`src/rtl/varlat_interco_pkg.sv`:
```
// Shared helpers for the in-order variable-latency crossbar: index widths for
// initiator/bank identifiers carried in the tracking FIFOs.
package varlat_interco_pkg;

    function automatic int unsigned idx_width(input int unsigned n);
        return (n > 1) ? $clog2(n) : 1;
    endfunction

    function automatic int unsigned bank_width(input int unsigned n);
        return $clog2(n);
    endfunction

endpackage

```
`src/rtl/fifo_v3.sv`:
```
// Small non-fall-through FIFO with the fifo_v3 port naming; head is valid
// only from the cycle after the push that filled an empty FIFO.
module fifo_v3 #(
    parameter int unsigned DATA_WIDTH = 8,
    parameter int unsigned DEPTH      = 2
) (
    input  logic                  clk_i,
    input  logic                  rst_ni,
    output logic                  full_o,
    output logic                  empty_o,
    input  logic [DATA_WIDTH-1:0] data_i,
    input  logic                  push_i,
    output logic [DATA_WIDTH-1:0] data_o,
    input  logic                  pop_i
);
    localparam int unsigned PtrW = (DEPTH > 1) ? $clog2(DEPTH) : 1;
    localparam int unsigned CntW = $clog2(DEPTH + 1);

    logic [DATA_WIDTH-1:0] r_mem [DEPTH];
    logic [PtrW-1:0]       r_wptr;
    logic [PtrW-1:0]       r_rptr;
    logic [CntW-1:0]       r_cnt;
    logic                  w_push;
    logic                  w_pop;

    function automatic logic [PtrW-1:0] ptr_inc(input logic [PtrW-1:0] p);
        return (p == PtrW'(DEPTH - 1)) ? '0 : p + PtrW'(1);
    endfunction

    assign full_o  = (r_cnt == CntW'(DEPTH));
    assign empty_o = (r_cnt == '0);
    assign w_push  = push_i & ~full_o;
    assign w_pop   = pop_i & ~empty_o;
    assign data_o  = r_mem[r_rptr];

    always_ff @(posedge clk_i or negedge rst_ni) begin
        if (!rst_ni) begin
            r_wptr <= '0;
            r_rptr <= '0;
            r_cnt  <= '0;
        end else begin
            if (w_push) r_wptr <= ptr_inc(r_wptr);
            if (w_pop)  r_rptr <= ptr_inc(r_rptr);
            if (w_push && !w_pop)      r_cnt <= r_cnt + CntW'(1);
            else if (w_pop && !w_push) r_cnt <= r_cnt - CntW'(1);
        end
    end

    // Storage carries no reset; occupancy alone decides what is valid.
    always_ff @(posedge clk_i) begin
        if (w_push) r_mem[r_wptr] <= data_i;
    end

endmodule

```
`src/rtl/varlat_rr_arb.sv`:
```
// Round-robin arbiter for one bank; the priority pointer only advances when
// the bank actually accepts the winning request.
module varlat_rr_arb #(
    parameter int unsigned NumIn = 4,
    parameter int unsigned IdxW  = 2
) (
    input  logic             clk_i,
    input  logic             rst_ni,
    input  logic [NumIn-1:0] req_i,
    input  logic             hs_i,
    output logic [NumIn-1:0] gnt_o,
    output logic [IdxW-1:0]  idx_o,
    output logic             req_o
);
    logic [IdxW-1:0] r_ptr;
    logic            w_found;

    always_comb begin
        gnt_o   = '0;
        idx_o   = '0;
        w_found = 1'b0;
        // First pass: requesters at or above the pointer; second pass wraps.
        for (int j = 0; j < NumIn; j++) begin
            if (!w_found && req_i[j] && (IdxW'(j) >= r_ptr)) begin
                w_found  = 1'b1;
                idx_o    = IdxW'(j);
                gnt_o[j] = 1'b1;
            end
        end
        for (int j = 0; j < NumIn; j++) begin
            if (!w_found && req_i[j]) begin
                w_found  = 1'b1;
                idx_o    = IdxW'(j);
                gnt_o[j] = 1'b1;
            end
        end
    end

    assign req_o = |req_i;

    always_ff @(posedge clk_i or negedge rst_ni) begin
        if (!rst_ni) begin
            r_ptr <= '0;
        end else if (hs_i) begin
            r_ptr <= (idx_o == IdxW'(NumIn - 1)) ? '0 : idx_o + IdxW'(1);
        end
    end

endmodule

```
`src/rtl/varlat_inorder_xbar.sv`:
```
// NumIn x NumOut crossbar to variable-latency banks; per-initiator and per-bank
// tracking FIFOs keep each initiator's responses in request order across banks.
module varlat_inorder_xbar
    import varlat_interco_pkg::*;
#(
    parameter int unsigned NumIn          = 4,
    parameter int unsigned NumOut         = 8,
    parameter int unsigned AddrWidth      = 32,
    parameter int unsigned DataWidth      = 32,
    parameter int unsigned BeWidth        = DataWidth / 8,
    parameter int unsigned AddrMemWidth   = 12,
    parameter int unsigned ByteOffWidth   = $clog2(DataWidth - 1) - 3,
    parameter int unsigned NumOutstanding = 2,
    parameter int unsigned WriteRespOn    = 1
) (
    input  logic                           clk_i,
    input  logic                           rst_ni,
    input  logic [NumIn-1:0]               req_i,
    input  logic [NumIn*AddrWidth-1:0]     add_i,
    input  logic [NumIn-1:0]               we_i,
    input  logic [NumIn*DataWidth-1:0]     wdata_i,
    input  logic [NumIn*BeWidth-1:0]       be_i,
    output logic [NumIn-1:0]               gnt_o,
    output logic [NumIn-1:0]               vld_o,
    output logic [NumIn*DataWidth-1:0]     rdata_o,
    output logic                           idle_o,
    output logic [NumOut-1:0]              req_o,
    input  logic [NumOut-1:0]              gnt_i,
    output logic [NumOut*AddrMemWidth-1:0] add_o,
    output logic [NumOut-1:0]              we_o,
    output logic [NumOut*DataWidth-1:0]    wdata_o,
    output logic [NumOut*BeWidth-1:0]      be_o,
    input  logic [NumOut-1:0]              rvalid_i,
    output logic [NumOut-1:0]              rready_o,
    input  logic [NumOut*DataWidth-1:0]    rdata_i
);
    localparam int unsigned BankW = bank_width(NumOut);
    localparam int unsigned IniW  = idx_width(NumIn);

    typedef struct packed {
        logic                    we;
        logic [BeWidth-1:0]      be;
        logic [AddrMemWidth-1:0] addr;
        logic [DataWidth-1:0]    wdata;
    } agg_req_t;

    agg_req_t         w_ini_req  [NumIn];
    logic [BankW-1:0] w_bank_sel [NumIn];
    logic [BankW-1:0] w_ini_head [NumIn];
    logic [NumIn-1:0] w_tracked, w_ini_full, w_ini_empty, w_ini_push, w_ini_pop;

    logic [IniW-1:0]   w_bank_head [NumOut];
    logic [IniW-1:0]   w_win_idx   [NumOut];
    logic [NumIn-1:0]  w_elig      [NumOut];
    logic [NumIn-1:0]  w_win       [NumOut];
    logic [NumOut-1:0] w_bank_full, w_bank_empty, w_bank_push, w_bank_pop, w_hs;
    logic              w_unused_addr;

    assign w_unused_addr = ^add_i;

    always_comb begin
        for (int i = 0; i < NumIn; i++) begin
            w_bank_sel[i]      = add_i[i*AddrWidth + ByteOffWidth +: BankW];
            w_ini_req[i].addr  = add_i[i*AddrWidth + ByteOffWidth + BankW +: AddrMemWidth];
            w_ini_req[i].we    = we_i[i];
            w_ini_req[i].be    = be_i[i*BeWidth +: BeWidth];
            w_ini_req[i].wdata = wdata_i[i*DataWidth +: DataWidth];
            w_tracked[i]       = ~we_i[i] | (WriteRespOn != 0);
        end
    end

    // A full tracking FIFO blocks a tracked request even if it pops this cycle.
    always_comb begin
        for (int k = 0; k < NumOut; k++) begin
            w_elig[k] = '0;
            for (int i = 0; i < NumIn; i++) begin
                w_elig[k][i] = req_i[i] && (w_bank_sel[i] == BankW'(k)) &&
                               (!w_tracked[i] || (!w_ini_full[i] && !w_bank_full[k]));
            end
        end
    end

    for (genvar k = 0; k < NumOut; k++) begin : g_bank
        varlat_rr_arb #(.NumIn(NumIn), .IdxW(IniW)) u_arb (
            .clk_i  (clk_i),
            .rst_ni (rst_ni),
            .req_i  (w_elig[k]),
            .hs_i   (w_hs[k]),
            .gnt_o  (w_win[k]),
            .idx_o  (w_win_idx[k]),
            .req_o  (req_o[k])
        );

        assign w_hs[k]        = req_o[k] & gnt_i[k];
        assign w_bank_push[k] = w_hs[k] & w_tracked[w_win_idx[k]];

        fifo_v3 #(.DATA_WIDTH(IniW), .DEPTH(NumOutstanding)) u_bank_fifo (
            .clk_i   (clk_i),
            .rst_ni  (rst_ni),
            .full_o  (w_bank_full[k]),
            .empty_o (w_bank_empty[k]),
            .data_i  (w_win_idx[k]),
            .push_i  (w_bank_push[k]),
            .data_o  (w_bank_head[k]),
            .pop_i   (w_bank_pop[k])
        );

        assign add_o[k*AddrMemWidth +: AddrMemWidth] = w_ini_req[w_win_idx[k]].addr;
        assign we_o[k]                               = w_ini_req[w_win_idx[k]].we;
        assign be_o[k*BeWidth +: BeWidth]            = w_ini_req[w_win_idx[k]].be;
        assign wdata_o[k*DataWidth +: DataWidth]     = w_ini_req[w_win_idx[k]].wdata;

        // Accept only when this bank is next in line for its head initiator.
        assign rready_o[k]   = !w_bank_empty[k] && !w_ini_empty[w_bank_head[k]] &&
                               (w_ini_head[w_bank_head[k]] == BankW'(k));
        assign w_bank_pop[k] = rvalid_i[k] & rready_o[k];

        a_no_orphan_rvalid: assert property (@(posedge clk_i) disable iff (!rst_ni)
            !(rvalid_i[k] && w_bank_empty[k]));
    end

    for (genvar i = 0; i < NumIn; i++) begin : g_ini
        fifo_v3 #(.DATA_WIDTH(BankW), .DEPTH(NumOutstanding)) u_ini_fifo (
            .clk_i   (clk_i),
            .rst_ni  (rst_ni),
            .full_o  (w_ini_full[i]),
            .empty_o (w_ini_empty[i]),
            .data_i  (w_bank_sel[i]),
            .push_i  (w_ini_push[i]),
            .data_o  (w_ini_head[i]),
            .pop_i   (w_ini_pop[i])
        );

        assign gnt_o[i]      = w_win[w_bank_sel[i]][i] & gnt_i[w_bank_sel[i]];
        assign w_ini_push[i] = gnt_o[i] & w_tracked[i];
        assign vld_o[i]      = !w_ini_empty[i] && rvalid_i[w_ini_head[i]] &&
                               rready_o[w_ini_head[i]] &&
                               (w_bank_head[w_ini_head[i]] == IniW'(i));
        assign w_ini_pop[i]  = vld_o[i];
        assign rdata_o[i*DataWidth +: DataWidth] =
            rdata_i[32'(w_ini_head[i])*DataWidth +: DataWidth];
    end

    assign idle_o = &w_ini_empty;

endmodule

```
`config.mk`:
```
export PLATFORM = sky130hd
export DESIGN_NAME = varlat_inorder_xbar
export DESIGN_NICKNAME = d
export VERILOG_FILES = /design/src/rtl/varlat_interco_pkg.sv /design/src/rtl/fifo_v3.sv /design/src/rtl/varlat_rr_arb.sv /design/src/rtl/varlat_inorder_xbar.sv
export SDC_FILE = /design/constraint.sdc
export NUM_CORES = 2
export LEC_CHECK = 0
export BUFFER_PORTS_ARGS = -buffer_cell sky130_fd_sc_hd__buf_4
export CAP_MARGIN = 30
export CORE_AREA = 2 2 424 426
export DETAILED_ROUTE_END_ITERATION = 8
export DIE_AREA = 0 0 426 428
export SYNTH_ARGS = -nofsm -noshare
export SYNTH_HDL_FRONTEND = slang
export SYNTH_SLANG_ARGS = --single-unit
```
`constraint.sdc`:
```
create_clock -name clk_i -period 4 [get_ports clk_i]
set_input_delay 0.8 -clock clk_i [delete_from_list [all_inputs] [get_ports clk_i]]
set_output_delay 0.8 -clock clk_i [all_outputs]
set_load 0.005 [all_outputs]
```
# Word level (Yosys, flattened, before mapping)
# Memory sizes are Yosys's and may differ from the RTL's.
# Cells that the tools add are included.
dict set report op_classes {
  eq_ne 58
  n_reduce_logical 387
  add_sub_neg 56
  bitwise_logic 100
  shifts 4
  mux 376
  n_lt_le_gt_ge 80
}
# op count
set ops {}
lappend ops {{$shiftx 256x9->32} 4}
lappend ops {{$bmux 49 s2} 8}
lappend ops {{$mux 49} 16}
lappend ops {{$logic_and 1x1->1} 236}
lappend ops {{$mux 1} 198}
lappend ops {{$mux 2} 90}
lappend ops {{$logic_not 1->1} 112}
lappend ops {{$eq 3x3->1 const B} 20}
lappend ops {{$mux 3} 18}
lappend ops {{$and 1x1->1} 52}
lappend ops {{$bmux 3 s2} 8}
lappend ops {{$bmux 4 s3} 4}
lappend ops {{$ge 3x3->1 const B} 16}
lappend ops {{$lt 2x3->1 const B} 16}
lappend ops {{$not 2->3} 16}
lappend ops {{$eq 2x2->1 const B} 22}
lappend ops {{$add 2x1->2 const B} 20}
lappend ops {{$bmux 1 s3} 12}
lappend ops {{$bmux 1 s2} 16}
lappend ops {{$ge 1x2->1 const A} 16}
lappend ops {{$ge 2x2->1 const A} 16}
lappend ops {{$ge 4x4->1 const B} 8}
lappend ops {{$lt 3x4->1 const B} 8}
lappend ops {{$not 3->4} 8}
lappend ops {{13 further kinds} 121}
dict set report totals {
  n_memories 12
  ff_bits 64
  ram_bits 56
  word_cells 1117
  inputBits 554
  out_inout_bits 545
}
# name depth word_bits read_ports rd_ports_with_merged_regs write_ports line
set mem_list {}
lappend mem_list {{g_ini[0].u_ini_fifo.r_mem} 2 3 1 0 1 fifo_v3.sv:19} ;# logic [DATA_WIDTH-1:0] r_mem [DEPTH];
lappend mem_list {{g_ini[1].u_ini_fifo.r_mem} 2 3 1 0 1 fifo_v3.sv:19}
lappend mem_list {{g_ini[2].u_ini_fifo.r_mem} 2 3 1 0 1 fifo_v3.sv:19}
lappend mem_list {{g_ini[3].u_ini_fifo.r_mem} 2 3 1 0 1 fifo_v3.sv:19}
lappend mem_list {{g_bank[0].u_bank_fifo.r_mem} 2 2 1 0 1 fifo_v3.sv:19}
lappend mem_list {{g_bank[1].u_bank_fifo.r_mem} 2 2 1 0 1 fifo_v3.sv:19}
lappend mem_list {{6 more memories} n/a n/a n/a n/a n/a n/a}

# Depth between registers and ports, before layout
dict set report depth {
  word_depth 39
  ltp_mapped 13
  depth_no_buf 12
}

# Modules after synthesis
# Synthesis repeated with hierarchy kept, for this count alone.
dict set report unflattened {
  cells_unflattened 2015
  hier_area_um2 25614.6
}
# mod n_inst area_each_um2 cells_each seq_area_each_um2
set modules_own_cells {}
lappend modules_own_cells {varlat_inorder_xbar 1 18809.3 1388 0.0}
lappend modules_own_cells {{fifo_v3 at g_bank[0].u_bank_fifo ...} 8 339.1 25 220.2}
lappend modules_own_cells {{varlat_rr_arb at g_bank[0].u_arb ...} 7 309.0 39 50.0}
lappend modules_own_cells {{fifo_v3 at g_ini[0].u_ini_fifo ...} 4 410.4 28 280.3}
lappend modules_own_cells {{varlat_rr_arb at g_bank[5].u_arb} 1 287.8 42 50.0}

# Worst setup path before layout
# Ideal clock, no wire load.
dict set report synth_timing {
  path_type {input to output}
  startpoint {input port add_i[67]}
  endpoint {output port add_o[48]}
  cell_stages 9
  n_path_buf 3
  arrival_time_ns 2.799
  slack_ns 0.401
  cell_sequence {clkbuf_1 -> nor2_1 -> nand4_1 -> nor2_1 -> a21boi_0 -> o21a_1 -> clkbuf_1 -> clkbuf_1 -> mux4_2}
}
dict set report synth_between {
  elab_chain_len 26
  word_cells_on_any_way 31
}
# item line
set synth_rtl {}
lappend synth_rtl {{start: declaration} varlat_inorder_xbar.sv:19} ;# input logic [NumIn*AddrWidth-1:0] add_i,
lappend synth_rtl {{$eq 3x3->1 *} varlat_inorder_xbar.sv:77} ;# w_elig[k][i] = req_i[i] && (w_bank_sel[i] == BankW'(k)) &&
lappend synth_rtl {{$logic_and 1x1->1 * (2 in series)} varlat_inorder_xbar.sv:77}
lappend synth_rtl {{$logic_and 1x1->1 (2 in series)} varlat_rr_arb.sv:24} ;# if (!w_found && req_i[j] && (IdxW'(j) >= r_ptr)) begin
lappend synth_rtl {{$mux 1} varlat_rr_arb.sv:24}
lappend synth_rtl {{$logic_not 1->1} varlat_rr_arb.sv:24}
lappend synth_rtl {{$logic_and 1x1->1 (2 in series)} varlat_rr_arb.sv:24}
lappend synth_rtl {{$mux 1} varlat_rr_arb.sv:24}
lappend synth_rtl {{$logic_not 1->1} varlat_rr_arb.sv:31} ;# if (!w_found && req_i[j]) begin
lappend synth_rtl {{(+6 left out)} n/a}
lappend synth_rtl {{$logic_and 1x1->1} varlat_rr_arb.sv:31}
lappend synth_rtl {{$mux 1} varlat_rr_arb.sv:31}
lappend synth_rtl {{$logic_not 1->1} varlat_rr_arb.sv:31}
lappend synth_rtl {{$logic_and 1x1->1} varlat_rr_arb.sv:31}
lappend synth_rtl {{$mux 2 *} varlat_rr_arb.sv:31}
lappend synth_rtl {{$not 2->3 (not written as such) *} varlat_inorder_xbar.sv:108} ;# assign add_o[k*AddrMemWidth +: AddrMemWidth] = w_ini_req[w_win_idx[k]].addr;
lappend synth_rtl {{$bmux 49 s2 *} varlat_inorder_xbar.sv:108}
lappend synth_rtl {{$mux 49 * (2 in series)} n/a}
lappend synth_rtl {{end: declaration} varlat_inorder_xbar.sv:29} ;# output logic [NumOut*AddrMemWidth-1:0] add_o,
# Every way passes the cells marked *; elsewhere a longest branch is shown, timed or not. The select of a mux whose other input is x is not followed.

# Final worst setup path
dict set report layout_timing {
  startpoint {input port add_i[36]}
  endpoint {output port wdata_o[135]}
}
dict set report layout_between {
  elab_chain_len 30
  word_cells_on_any_way 36
}
# item line
set layout_rtl {}
lappend layout_rtl {{$eq 3x3->1 *} varlat_inorder_xbar.sv:77}
lappend layout_rtl {{$logic_and 1x1->1 * (2 in series)} varlat_inorder_xbar.sv:77}
lappend layout_rtl {{$logic_and 1x1->1 (2 in series)} varlat_rr_arb.sv:24}
lappend layout_rtl {{$mux 1} varlat_rr_arb.sv:24}
lappend layout_rtl {{$logic_not 1->1} varlat_rr_arb.sv:24}
lappend layout_rtl {{$logic_and 1x1->1 (2 in series)} varlat_rr_arb.sv:24}
lappend layout_rtl {{$mux 1} varlat_rr_arb.sv:24}
lappend layout_rtl {{$logic_not 1->1} varlat_rr_arb.sv:24}
lappend layout_rtl {{(+10 left out)} n/a}
lappend layout_rtl {{$logic_and 1x1->1} varlat_rr_arb.sv:31}
lappend layout_rtl {{$mux 1} varlat_rr_arb.sv:31}
lappend layout_rtl {{$logic_not 1->1} varlat_rr_arb.sv:31}
lappend layout_rtl {{$logic_and 1x1->1} varlat_rr_arb.sv:31}
lappend layout_rtl {{$mux 2 *} varlat_rr_arb.sv:31}
lappend layout_rtl {{$not 2->3 (not written as such) *} varlat_inorder_xbar.sv:111} ;# assign wdata_o[k*DataWidth +: DataWidth] = w_ini_req[w_win_idx[k]].wdata;
lappend layout_rtl {{$bmux 49 s2 *} varlat_inorder_xbar.sv:111}
lappend layout_rtl {{$mux 49 (not written as such) * (2 in series)} varlat_inorder_xbar.sv:111}
lappend layout_rtl {{end: declaration} varlat_inorder_xbar.sv:31} ;# output logic [NumOut*DataWidth-1:0] wdata_o,
# Marked as above.

==> qor.yml <==
die_y_um: 428
htree_levels: 4
cp.required_ns: 3.20
fin_area_mm2: 0.04593
portBuffers: 1030
clk_path_buf_depth: 2
synth_async_sr_flop_share_pct: 53.33
die-area_mm2: 0.1823
max-vdd-ir-drop_mv: 0.3209
synthSimpleGateAreaFrac_pct: 19.78
numCtsBuffers: 17
routed_wl_mm: 197.4
reg2regPathDepth: 15
cp.arrival_ns: 3.25
slew_headroom_pct: 41.90
cp_top_family: "buffers and inverters"
place_area_mm2: 0.04210
initial_core_util_pct: 16.18
max_stage_delay_ns: 0.55
fin_ws_ns: -0.05177
synth_flop_cell: "dfrtp_1"
seqPwrFrac_pct: 11.1
grtUsageTotal_pct: 19.47
syn_inst: 3389
grt_pass1_vias: 34260
die_w_um: 426
rrSetupSlack_ns: 0.37
worstHoldPathType: "in2async"
crit_buf_inv: 7
grt_max_degree: 65
slew_violations: 0
via_per_inst: 5.085
ys_warn_count: 0
globalplace.congestion: 0.9705
cts_tree: "yes"
ys_ff_latch: 120
grt_pass1_wl_mm: 259.8
synthTopCellsByArea: "mux2i_1, mux4_2, nand2_1"
status: "complete, but fails checks"
ant_nets: 0
synth_top_family_by_area: "multiplexers"
hpwl_mm: 145.7
critPathLaunchType: "input port"
maxCapViolCount: 0
drt_pass1_iterations: 8
crit_slowest_cell: "mux4_2"
clock_power_share_pct: 7.6
p_int_uw: 10330
drc: 0
critPathKind: "in2out"
ys_seq_area_share_pct: 11.42
rsz0062_at_grt: "true"
fin_util_pct: 25.85
path_clk_slew_ns: 0.06
wl_per_cell_um: 28.07
antenna_found_initial: 42
r2r_start: "g_ini[1].u_ini_fifo.r_cnt[1]"
switching_share_pct: 50.31
yosys-mux-area-fraction_pct: 51.21
crit_top_cell: "buf_4"
yosysTopAreaCell: "mux2i_1"
wl_met2_mm: 95.98
yosys.area.top_type_share_pct: 31.33
cts_num_sinks: 120
syn2layout_area_growth_pct: 59.75
wl_met1_mm: 69.17
violations: "setup timing"
top_layer: "met5"
power_switching_uw: 10460
synth-compound-area-share_pct: 9.470
fin_crit_ns: 4.052
root_buffer: "clkbuf_16"
rows: 155
io_pins: 1099
nets: 5206
drt-initial-drc-count: 3145
dp_cells: 6853
worstPathMaxFanout: 8
period_share_pct: 101.3
clk_latency_ns: 0.43
fmax_ghz: 0.2468
crit_chain: "buf_4 -> buf_4 -> nor3b_2 -> nand3_2 -> buf_4 -> nand4_1 -> o22a_1 -> o21ai_4 -> buf_12 -> buf_16 -> buf_6 -> mux4_2 -> buf_6"
p_leak_uw: 0.02058
synth_edf_count: 56
routed-wl-met3_mm: 17.26
p_per_area_mw_per_mm2: 452.6
synth.cell_area_mm2: 0.02875
num_vias: 35750
layout-drive-gt1-share_pct: 44.15
synthXorXnorAreaFrac_pct: 1.828
core_mm2: 0.1776
postSynthAreaPerCell_um2: 8.484
instances_no_fill: 7031
synth_fa_ha_area_share_pct: 0.6528
endpoint_kind: "output port"
hold_slack_ns: 0.1670
worst_slew_pin_slew_ns: 0.8623
hold_violations: 0
worstReg2RegEnd: "g_ini[0].u_ini_fifo.r_cnt[1]"
synth_nets: 3958
worst-path-stages: 13
grt_overflow: 0
finClkSkew_ns: 0.01298
hold_buffers: 0
ys_types: 84
finalSetupTns_ns: -0.6082
power_frac_comb_pct: 81.2
setup-violations-final: 19
==> metal layers <==
metal,GRT usage [%],vias to the layer above
li1,-,15310
met2,34.01,2227
met4,11.43,24
met5,0,-
met3,4.331,549
met1,21.49,17640
==> flip-flops by register name (all words and copies together), names as in the netlist <==
| signal | count |
|---|---|
| g_bank.u_arb.r_ptr | 16 |
| g_bank.u_bank_fifo.r_wptr | 8 |
| g_bank.u_bank_fifo.r_mem | 32 |
| g_bank.u_bank_fifo.r_cnt | 16 |
| g_ini.u_ini_fifo.r_wptr | 4 |
| g_ini.u_ini_fifo.r_rptr | 4 |
| g_ini.u_ini_fifo.r_mem | 24 |
| g_ini.u_ini_fifo.r_cnt | 8 |
| g_bank.u_bank_fifo.r_rptr | 8 |
==> cell usage after synthesis (all sizes together) (15+ instances only) <==
cell / number
mux2i: 901
xor2: 25
o21ai: 77
clkbuf: 132
nor3: 41
buf: 180
a211oi: 59
nand3: 188
dfrtp: 64
nor2b: 19
inv: 53
a21oi: 47
nand2b: 21
ha: 15
edfxtp: 56
o22ai: 17
xnor2: 35
nand4: 16
nor3b: 15
and3: 63
nand2: 757
or3: 15
nor2: 92
a31oi: 63
mux4: 246
==> repair_timing <==
item / in CTS / in global routing
gates cloned: 6 / 18
resized for setup: 108 / 271
setup buffers: 29 / 70
pin swaps: 17 / 41
setup endpoints to repair: 333 / 289
endpoints found under the hold margin: 0 / 0
==> worst max-delay path by stage <==
stage	start	endpoint	slack (ns)
after floorplan	add_i[67]	add_o[48]	0.40
after global placement	add_i[3]	wdata_o[65]	-0.83
after detailed placement	add_i[3]	wdata_o[65]	-0.21
after CTS	g_ini[0].u_ini_fifo.r_cnt[1]	be_o[21]	-0.01
after global routing	add_i[3]	be_o[16]	-0.10
final	add_i[36]	wdata_o[135]	-0.05
==> final cells by class <==
cell class / instances / area [µm²]
Antenna cell: 26 / 65.06
Fill cell: 19050 / 131700
Multi-Input combinational cell: 2905 / 25220
Inverter: 53 / 211.5
Clock buffer: 18 / 429.2
Sequential cell: 120 / 3288
Tap cell: 2355 / 2947
Timing Repair Buffer: 1540 / 13600
Clock inverter: 14 / 163.9
==> power groups by stage <==
stage	Combinational, µW	Clock, µW	Sequential (µW)
floorplan	7880	0	1970
detailed placement	15500	0	2290
CTS	15900	1620	2290
finish	16900	1590	2310
global placement	15400	0	2250
global route	17700	1660	2390
==> per-stage QoR <==
stage / total power [µW] / setup slack, ns
after floorplan: 9846 / 0.4013
after global placement: 17630 / -0.8340
after detailed placement: 17770 / -0.2096
after CTS: 19800 / -0.009774
after global routing: 21730 / -0.1027
final: 20790 / -0.05177
==> cells in the final DEF, fill, tap and decap left out, drive strengths merged, types with 19 or more instances in the layout <==
cell / instances
edfxtp: 56
clkbuf: 35
o21ai: 77
nor2b: 19
a211oi: 59
xor2: 25
nor3: 41
nand3: 188
a31oi: 63
diode: 26
xnor2: 35
nor2: 92
nand2b: 21
mux4: 246
a21oi: 47
dfrtp: 64
inv: 57
and3: 63
mux2i: 901
nand2: 757
buf: 1523
==> cell families (layout without fill, tap and decap cells) <==
logic type / count (synthesis) / count (layout)
and+or+nand+nor: 1277 / 1277
AOI/OAI and AO/OA: 391 / 392
adders and majority gates: 15 / 15
buffers and inverters: 365 / 1625
muxes: 1161 / 1161
xor gates and xnor gates: 60 / 60
other: 0 / 26
DFF: 120 / 120
Power figures use the tool's default switching activity.
